[config.mk]
export PLATFORM = sky130hd
export DESIGN_NAME = axil_req_arbiter
export DESIGN_NICKNAME = d
export VERILOG_FILES = /design/src/rtl/axil_req_arbiter.sv
export SDC_FILE = /design/constraint.sdc
export NUM_CORES = 1
export LEC_CHECK = 0
export ABC_AREA = 1
export CAP_MARGIN = 20
export CORE_AREA = 2 2 123 125
export CTS_CLUSTER_DIAMETER = 80
export DETAILED_ROUTE_END_ITERATION = 10
export DIE_AREA = 0 0 125 127
export MAX_ROUTING_LAYER = met4
export PLACE_DENSITY = 0.8
export SLEW_MARGIN = 20
export SYNTH_ARGS = -nofsm -noshare
export SYNTH_HDL_FRONTEND = slang
export SYNTH_SLANG_ARGS = --single-unit
export TNS_END_PERCENT = 5
[constraint.sdc]
create_clock -name clk -period 2.8 [get_ports clk]
set_input_delay 0.28 -clock clk [delete_from_list [all_inputs] [get_ports clk]]
set_output_delay 0.28 -clock clk [all_outputs]
set_load 0.005 [all_outputs]
[src/rtl/axil_req_arbiter.sv]
// axil_req_arbiter: round-robin arbiter serialising N_REQ register commands onto one AXI4-Lite master port.
module axil_req_arbiter #(
    parameter int N_REQ          = 2,
    parameter int AXI_DATA_WIDTH = 32,
    parameter int AXI_ADDR_WIDTH = 32
) (
    input  logic                              clk,
    input  logic                              rst,
    input  logic [N_REQ-1:0]                  req_valid,
    output logic [N_REQ-1:0]                  req_ready,
    input  logic [N_REQ-1:0]                  req_write,
    input  logic [N_REQ*AXI_ADDR_WIDTH-1:0]   req_addr,
    input  logic [N_REQ*AXI_DATA_WIDTH-1:0]   req_wdata,
    output logic [N_REQ-1:0]                  rsp_valid,
    output logic [AXI_DATA_WIDTH-1:0]         rsp_rdata,
    output logic                              rsp_err,
    output logic [AXI_ADDR_WIDTH-1:0]         M_AXI_awaddr,
    output logic                              M_AXI_awvalid,
    input  logic                              M_AXI_awready,
    output logic [AXI_DATA_WIDTH-1:0]         M_AXI_wdata,
    output logic [AXI_DATA_WIDTH/8-1:0]       M_AXI_wstrb,
    output logic                              M_AXI_wvalid,
    input  logic                              M_AXI_wready,
    input  logic [1:0]                        M_AXI_bresp,
    input  logic                              M_AXI_bvalid,
    output logic                              M_AXI_bready,
    output logic [AXI_ADDR_WIDTH-1:0]         M_AXI_araddr,
    output logic                              M_AXI_arvalid,
    input  logic                              M_AXI_arready,
    input  logic [AXI_DATA_WIDTH-1:0]         M_AXI_rdata,
    input  logic [1:0]                        M_AXI_rresp,
    input  logic                              M_AXI_rvalid,
    output logic                              M_AXI_rready
);
    localparam int IW = $clog2(N_REQ);
    typedef enum logic [2:0] {IDLE, WR, WR_B, RD_AR, RD_R} state_t;
    state_t state, state_nx;
    logic [IW-1:0] ptr, sel, j;
    logic [AXI_ADDR_WIDTH-1:0] addr;
    logic found, aw_done, w_done;
    int idx;
    assign M_AXI_awaddr = addr;
    assign M_AXI_araddr = addr;
    assign M_AXI_wstrb  = '1;
    // Walk down from the farthest candidate so the one right after ptr wins.
    always_comb begin
        found = 1'b0;
        sel = ptr;
        idx = 0;
        j = '0;
        for (int k = N_REQ; k >= 1; k--) begin
            idx = int'(ptr) + k;
            if (idx >= N_REQ) idx = idx - N_REQ;
            j = IW'(idx);
            if (req_valid[j]) begin
                found = 1'b1;
                sel = j;
            end
        end
    end
    always_comb begin
        state_nx = state;
        req_ready = '0;
        M_AXI_bready = state == WR_B;
        M_AXI_rready = state == RD_R;
        aw_done = !M_AXI_awvalid || M_AXI_awready;
        w_done = !M_AXI_wvalid || M_AXI_wready;
        case (state)
            IDLE: if (found) begin
                req_ready[sel] = 1'b1;
                state_nx = req_write[sel] ? WR : RD_AR;
            end
            WR:      if (aw_done && w_done) state_nx = WR_B;
            WR_B:    if (M_AXI_bvalid) state_nx = IDLE;
            RD_AR:   if (M_AXI_arready) state_nx = RD_R;
            RD_R:    if (M_AXI_rvalid) state_nx = IDLE;
            default: state_nx = IDLE;
        endcase
    end
    always_ff @(posedge clk or negedge rst) begin
        if (!rst) state <= IDLE;
        else state <= state_nx;
    end
    // ptr doubles as the id of the transaction in flight.
    always_ff @(posedge clk or negedge rst) begin
        if (!rst) begin
            ptr <= IW'(N_REQ - 1);
            addr <= '0;
            M_AXI_wdata <= '0;
            M_AXI_awvalid <= 1'b0;
            M_AXI_wvalid <= 1'b0;
            M_AXI_arvalid <= 1'b0;
            rsp_valid <= '0;
            rsp_rdata <= '0;
            rsp_err <= 1'b0;
        end else begin
            rsp_valid <= '0;
            if (state == IDLE && found) begin
                ptr <= sel;
                addr <= req_addr[sel*AXI_ADDR_WIDTH +: AXI_ADDR_WIDTH];
                M_AXI_wdata <= req_wdata[sel*AXI_DATA_WIDTH +: AXI_DATA_WIDTH];
                M_AXI_awvalid <= req_write[sel];
                M_AXI_wvalid <= req_write[sel];
                M_AXI_arvalid <= !req_write[sel];
            end
            if (state == WR && M_AXI_awready) M_AXI_awvalid <= 1'b0;
            if (state == WR && M_AXI_wready) M_AXI_wvalid <= 1'b0;
            if (state == RD_AR && M_AXI_arready) M_AXI_arvalid <= 1'b0;
            if (state == WR_B && M_AXI_bvalid) begin
                rsp_valid <= N_REQ'(1) << ptr;
                rsp_rdata <= '0;
                rsp_err <= M_AXI_bresp > 2'd1;
            end
            if (state == RD_R && M_AXI_rvalid) begin
                rsp_valid <= N_REQ'(1) << ptr;
                rsp_rdata <= M_AXI_rdata;
                rsp_err <= M_AXI_rresp > 2'd1;
            end
        end
    end
endmodule

; ---- After elaboration in Yosys (flattened, before gate mapping)
; Index checks and enable logic that the tools add are counted.
[totals]
out_inout_bits = 142
wordCells = 87
in_bits = 175
register_bits = 106
[classes]
magnitude_cmp = 8
n_reduce_logical = 19
n_mux = 34
eq_ne = 9
addsub = 4
n_shift = 3
[op_table]
columns = op, n
row1 = $shiftx A64 B7 Y32, 2
row2 = $mux W32, 2
row3 = $mux W1, 20
row4 = $mux W3, 5
row5 = $pmux W3 S5, 1
row6 = $mux W2, 5
row7 = $ne A2 B2 Y1 const B, 5
row8 = $logic_and A1 B1 Y1, 8
row9 = $reduce_bool A2 Y1, 4
row10 = $eq A3 B2 Y1 const B, 2
row11 = $lt A1 B2 Y1 const B, 3
row12 = $reduce_and A5 Y1, 1
row13 = $gt A2 B1 Y1 const B, 2
row14 = $add A1 B2 Y3 const B, 1
row15 = $eq A3 B1 Y1 const B, 1
row16 = $eq A3 B3 Y1 const B, 1
row17 = $ge A3 B2 Y1 const B, 1
row18 = $logic_not A1 Y1, 3
row19 = $logic_not A3 Y1, 1
row20 = $add A1 B1 Y2 const B, 1
row21 = $ge A2 B2 Y1 const B, 1
row22 = $logic_or A1 B1 Y1, 2
row23 = $shl A1 B1 Y2 const A, 1
row24 = $sub A1 B1 Y1 const B, 2
row25 = 2 further kinds, 2

; ---- Logic depth before layout (Yosys ltp)
; Gate-level depths: netlist (run 1).
[depth]
ltp_word = 13
depth_mapped = 9

; ---- Least setup slack after synthesis (run 1)
; Ideal clock, no wire load.
[synth_timing]
path_kind = reg2out
from = register state[1]
to = output req_ready[0]
setup_slack_ps = 1315
required_ps = 2520
arrival_time_ps = 1205
stages_incl_launch_ff = 8
path_cell_list = dfrtp_1 nor2_2 nand2_1 nor2_4 inv_4 nor2_4 buf_6 buf_6
[synth_between]
elab_chain_len = 2
[synth_lines]
columns = element, line
row1 = "start, declared", 37  ; state_t state, state_nx;
row2 = "start signal, assigned", 82  ; else state <= state_nx;
row3 = $logic_not A3 Y1, 68  ; case (state)
row4 = $mux W2, 68
row5 = "end, declared", 10  ; output logic [N_REQ-1:0] req_ready,
; Every way passes these cells.

; ---- Worst setup path in the final report (run 1)
; Same ends and word-level chain as after synthesis.

==> results_dict.tcl, run 1 <==
set metrics [dict create \
    pre_cts_slack_ns 0.5953 \
    gp_congestion 0.8093 \
    tightest_slew_ns 0.7174 \
    total_power_w 0.007902 \
    setup-tns-final_ns 0 \
    cts-root-buf "clkbuf_16" \
    synth_top_area_cell "dfrtp_1" \
    io_buffers 310 \
    final-hold-violation-count 0 \
    critical_path_required_ns 2.52 \
    async_reset_ff_frac 1.000 \
    synthCells 597 \
    synth.most_common_cell "nand2_1" \
    synth_area_leaders "dfrtp_1 (53%), nand2_1 (22%), nand3_1 (10%)" \
    pwr-share-comb 0.486 \
    p_per_area_mw_per_mm2 966.0 \
    status "completed" \
    drcViolationCount 0 \
    syn2layout_area_growth_pct 66.49 \
    grt_pass1_vias 4623 \
    critPathCaptureType "primary output" \
    p_leak_nw 3.756 \
    grt_start_max_net_pins 66 \
    synth_area_mm2 0.004913 \
    seqPwrFrac 0.341 \
    overflow 0 \
    rows 44 \
    core_mm2 0.01442 \
    switching_share 0.3363 \
    cts_buffers 9 \
    slew_violations 0 \
    p_int_w 0.005244 \
    diodes 0 \
    dieArea_mm2 0.01588 \
    pwr-share-clk 0.174 \
    max_cap_violations 0 \
    vias_per_cell 4.538 \
    clkLatencyLatePin_ns 0.34 \
    grt_setup_unrepaired "no" \
    cp_max_fo 5 \
    cts_buffer_depth 2 \
    finalClockSkew_ns 0.008886 \
    synth_common_cells "nand2_1 (283), dfrtp_1 (105), nand3_1 (103)" \
    period_share 0.7932 \
    drive_above_1_share 0.03571 \
    synth_top_area_frac 0.5348 \
    cts_tree "built" \
    ys_ff_latch 106 \
    slew_headroom 0.5217 \
    critPathKind "reg2out" \
    max_freq_ghz 0.4502 \
    synth_cell_type_count 21 \
    grt_pass1_wl_um 25140 \
    power_switching_w 0.002657 \
    holdWs_ns 0.4759 \
    cts_setup_buffers 0 \
    hp-class "reg2reg" \
    path_clk_slew_ns 0.07 \
    dpl.hpwl_um 11730 \
    timing.final.crit_period_ns 2.221 \
    final_nets 1038 \
    die_w_um 125 \
    drtPass1Iterations 6 \
    syn_avg_cell_area_um2 8.230 \
    wl_per_cell_um 15.14 \
    synth-edff-count 0 \
    die_h_um 127 \
    start_util 0.3406 \
    initialDrtViolationCount 271 \
    setup_slack_ns 0.5790 \
    drt-total-wl_um 15930 \
    yosys_warnings 0 \
    htreeDepth 3 \
    grt.total_usage 0.2057 \
    cts.sinks 106 \
    synth_top_flop_cell "dfrtp_1" \
    ys_seq_area_frac 0.5401 \
    setup_violations 0 \
    num_io_pins 317 \
    vdd.ir_drop.worst_v 0.0003782 \
    drtAntennaViolNets 0 \
    worstPathArrival_ns 1.94 \
    antenna_found_initial 0 \
    route.vias.total 4774 \
    cp-start-kind "flop" \
]
==> sequential cells by signal, summed over array words and instances, names as in the netlist, 2 cells and up <==
register and cells:
M_AXI_araddr 32, M_AXI_wdata 32, rsp_rdata 32, state 3, rsp_valid 2
==> stage by stage <==
stage	util	cell area (µm²)	cells
after floorplan	-	4925	600
after global placement	0.5442	7849	1035
after detailed placement	0.5442	7849	1035
after CTS	0.5671	8180	1052
after global routing	0.5671	8180	1052
final	0.5671	8180	1052
==> cell type report <==
class | count | area [µm²]
Timing Repair Buffer | 319 | 3183
Clock buffer | 12 | 246.5
Sequential cell | 106 | 2654
Inverter | 14 | 55.05
Multi-Input combinational cell | 413 | 1737
Fill cell | 1294 | 6243
Tap cell | 184 | 230.2
Clock inverter | 4 | 75.07
==> repair_timing <==
action,in CTS,in global routing
hold buffers,1,0
hold endpoints to repair,45,0
resized for setup,0,0
==> power by group through the flow <==
| stage | combinational [W] | clock [W] | sequential, W |
|---|---|---|---|
| detailed placement | 0.00391 | 0 | 0.00270 |
| global placement | 0.00384 | 0 | 0.00269 |
| floorplan | 0.00179 | 0 | 0.00271 |
| CTS | 0.00392 | 0.00142 | 0.00269 |
| global route | 0.00423 | 0.00148 | 0.00279 |
| finish | 0.00384 | 0.00137 | 0.00269 |
==> cell families after synthesis <==
family / Yosys count / share of synthesized area
AND/OR/NAND/NOR: 400 / 0.3402
AO/OA/AOI/OAI: 9 / 0.01019
other: 1 / 0.0007632
flip-flops: 106 / 0.5401
buffers and inverters: 81 / 0.1087
==> worst paths after layout <==
kind                                      startpoint                     endpoint  slack [ns]  depth (start not counted)
max in group asynchronous                        rst              ptr$_DFFE_PN1P_        1.50                          3
min                        rsp_rdata[24]$_DFFE_PN0P_    rsp_rdata[24]$_DFFE_PN0P_        0.48                          2
min in group asynchronous                        rst    rsp_rdata[23]$_DFFE_PN0P_        0.50                          2
min reg2reg                rsp_rdata[24]$_DFFE_PN0P_    rsp_rdata[24]$_DFFE_PN0P_        0.48                          2
max                             state[1]$_DFFE_PN0P_                 req_ready[0]        0.58                          6
max reg2reg                     state[1]$_DFFE_PN0P_  M_AXI_araddr[9]$_DFFE_PN0P_        0.81                          8
==> layout by cell type, fill, tap and decap left out <==
cell type and n:
o21bai_1 1, o21ai_0 6, a21oi_1 1, inv_2 1, nand3_1 103, bufinv_16 2
nand2_1 283, inv_4 1, buf_12 1, dlygate4sd3_1 1, dfstp_2 1, o21a_1 1
nor2_1 8, nor2_4 3, clkbuf_1 2, nand3b_1 1, clkinvlp_4 2, clkbuf_16 9
clkbuf_8 1, buf_4 8, dfrtp_1 105, conb_1 4, inv_1 12, clkdlybuf4s50_1 309
nor3_4 1, nor2_2 1
==> worst max-delay path: stages, from the launching register on <==
cell,delay (ns)
dfrtp_1,0.46
nor2_2,0.18
nand2_1,0.12
nor2_4,0.13
inv_4,0.06
nor2_4,0.08
clkdlybuf4s50_1,0.57
==> routing by layer <==
layer / track usage / part of all wire / wire [µm] / vias up
li1: - / - / - / 2368
met1: 0.2567 / 0.42 / 6674 / 2169
met2: 0.3315 / 0.49 / 7812 / 214
met3: 0.04271 / 0.064 / 1012 / 23
met4: 0.07908 / 0.027 / 428 / 0
met5: - / 0 / 0 / -
(Power assumes the default switching activity.)
==> inputs of run 2 (changes only) <==
CORE_AREA = not set   (was 2 2 123 125)
CORE_UTILIZATION = 33   (was not set)
DIE_AREA = not set   (was 0 0 125 127)
PLACE_DENSITY = 0.81   (was 0.8)
clock period = 1.8 ns   (was 2.8 ns; I/O delays follow)
==> run 2 against run 1 <==
Worst hold slack worse by 0.17 ns. Clock skew down 0.0021 ns. Routed wire length up 4.1%. Sequential power up 56%. First-iteration DRC count down 24%. Critical path type unchanged. Largest cell class unchanged.
==> results_dict.tcl, run 2 (synthesis results as in run 1) <==
set metrics [dict create \
    status "completed" \
    timing.final.crit_period_ns 1.721 \
    num_io_pins 317 \
    grt_start_max_net_pins 50 \
    max_freq_ghz 0.5809 \
    vias_per_cell 4.608 \
    clkLatencyLatePin_ns 0.35 \
    max_cap_violations 0 \
    critical_path_required_ns 1.62 \
    holdWs_ns 0.3106 \
    final_cell_mix "clkdlybuf4s50_1 (305), nand2_1 (282), dfrtp_1 (105)" \
    critPathKind "reg2out" \
    worstPathArrival_ns 1.54 \
    finalClockSkew_ns 0.006829 \
    pre_cts_slack_ns -0.1402 \
    total_power_w 0.01236 \
    route.vias.total 4931 \
    setup_violations 0 \
    crit_family "simple AND/OR/NAND/NOR gates" \
    cts_buffer_depth 2 \
    die_h_um 124.0 \
    pwr-share-clk 0.154 \
    final_common_cell "clkdlybuf4s50_1" \
    wl_per_cell_um 15.50 \
    slew_violations 0 \
    gp_congestion 0.7825 \
    core_mm2 0.01453 \
    grt.total_usage 0.2147 \
    drt-total-wl_um 16580 \
    drive_above_1_share 0.05982 \
    dieArea_mm2 0.01538 \
    syn2layout_area_growth_pct 69.65 \
    final-hold-violation-count 0 \
    setup-tns-final_ns 0 \
    dpl.hpwl_um 12380 \
    period_share 0.9564 \
    cts_tree "built" \
    path_clk_slew_ns 0.07 \
    power_switching_w 0.004235 \
    cp-start-kind "flop" \
    drcViolationCount 0 \
    diodes 0 \
    switching_share 0.3425 \
    start_util 0.3381 \
    drtPass1Iterations 5 \
    setup_slack_ns 0.07852 \
    grt_pass1_vias 4654 \
    path_cells "nor2_2 -> nand2_2 -> nor2_4 -> inv_4 -> nor2_4 -> clkdlybuf4s15_1" \
    cts-root-buf "clkbuf_16" \
    overflow 0 \
    rows 44 \
    cp.buffers_inverters 2 \
    slew_headroom 0.6231 \
    final_nets 1056 \
    tightest_slew_ns 0.5646 \
    p_int_w 0.008129 \
    hp-class "in2async" \
    design_area_mm2 0.008335 \
    initialDrtViolationCount 207 \
    cts_buffers 9 \
    crit_slowest_cell "dfrtp_1" \
    grt_pass1_wl_um 24010 \
    htreeDepth 3 \
    vdd.ir_drop.worst_v 0.0006135 \
    dpl_cell_area_mm2 0.008004 \
    cts.sinks 106 \
    drtAntennaViolNets 0 \
    p_per_area_mw_per_mm2 1483 \
    p_leak_nw 3.886 \
    antenna_found_initial 0 \
    crit_top_cell "nor2_4" \
    crit_path_max_incr_delay_ns 0.39 \
    grt_setup_unrepaired "yes" \
    die_w_um 124.0 \
    io_buffers 310 \
    pwr-share-comb 0.508 \
    cp_max_fo 4 \
    critPathCaptureType "primary output" \
    seqPwrFrac 0.338 \
]
run 2: stage by stage:
step | utilization | std cells
floorplan | - | 600
global placement | 0.5507 | 1049
detailed placement | 0.5507 | 1049
CTS | 0.5710 | 1067
global route | 0.5735 | 1070
finish | 0.5735 | 1070
run 2: power groups by stage:
stage | Clock (W) | Sequential, W | Combinational, W
floorplan | 0 | 0.00421 | 0.00278
global placement | 0 | 0.00418 | 0.00614
detailed placement | 0 | 0.00422 | 0.00629
CTS | 0.00196 | 0.00419 | 0.00634
global route | 0.00207 | 0.00432 | 0.00693
finish | 0.00190 | 0.00419 | 0.00628
run 2: final timing paths:
kind / start / endpoint / slack, ns / depth (start not counted)
max: state[1]$_DFFE_PN0P_ / req_ready[1] / 0.08 / 6
max in group asynchronous: rst / M_AXI_araddr[28]$_DFFE_PN0P_ / 0.86 / 3
max reg2reg: state[1]$_DFFE_PN0P_ / M_AXI_wdata[10]$_DFFE_PN0P_ / 0.08 / 10
min in group clk: M_AXI_rdata[25] / rsp_rdata[25]$_DFFE_PN0P_ / 0.38 / 3
min reg2reg: rsp_rdata[22]$_DFFE_PN0P_ / rsp_rdata[22]$_DFFE_PN0P_ / 0.47 / 2
min: rst / rsp_rdata[10]$_DFFE_PN0P_ / 0.31 / 2
run 2: what timing repair did:
item | CTS | global route
resized for setup | 4 | 8
hold endpoints to repair | 26 | 0
setup endpoints to repair | 4 | 49
hold buffers | 1 | 0
setup buffers | 1 | 3
pin swaps | 1 | 1
run 2: routing by layer:
metal	vias to the layer above	GRT usage	wire, µm
met5	-	-	0
met1	2286	0.2391	6365
li1	2408	-	-
met2	207	0.3708	8465
met4	0	0.09077	478
met3	30	0.04670	1272
run 2: area by class of cell:
cell class / count / area, µm²
fill: 1300 / 6198
timing repair buffer: 337 / 3372
sequential: 106 / 2654
multi-input combinational: 413 / 1747
clock buffer: 14 / 264.0
tap: 184 / 230.2
inverter: 14 / 55.05
clock inverter: 2 / 13.76
==> inputs of run 3 (changes only) <==
SLEW_MARGIN = not set   (was 20)
==> results of run 3 <==
Same layout as run 2: the final DEF is identical, and so are final timing and power.
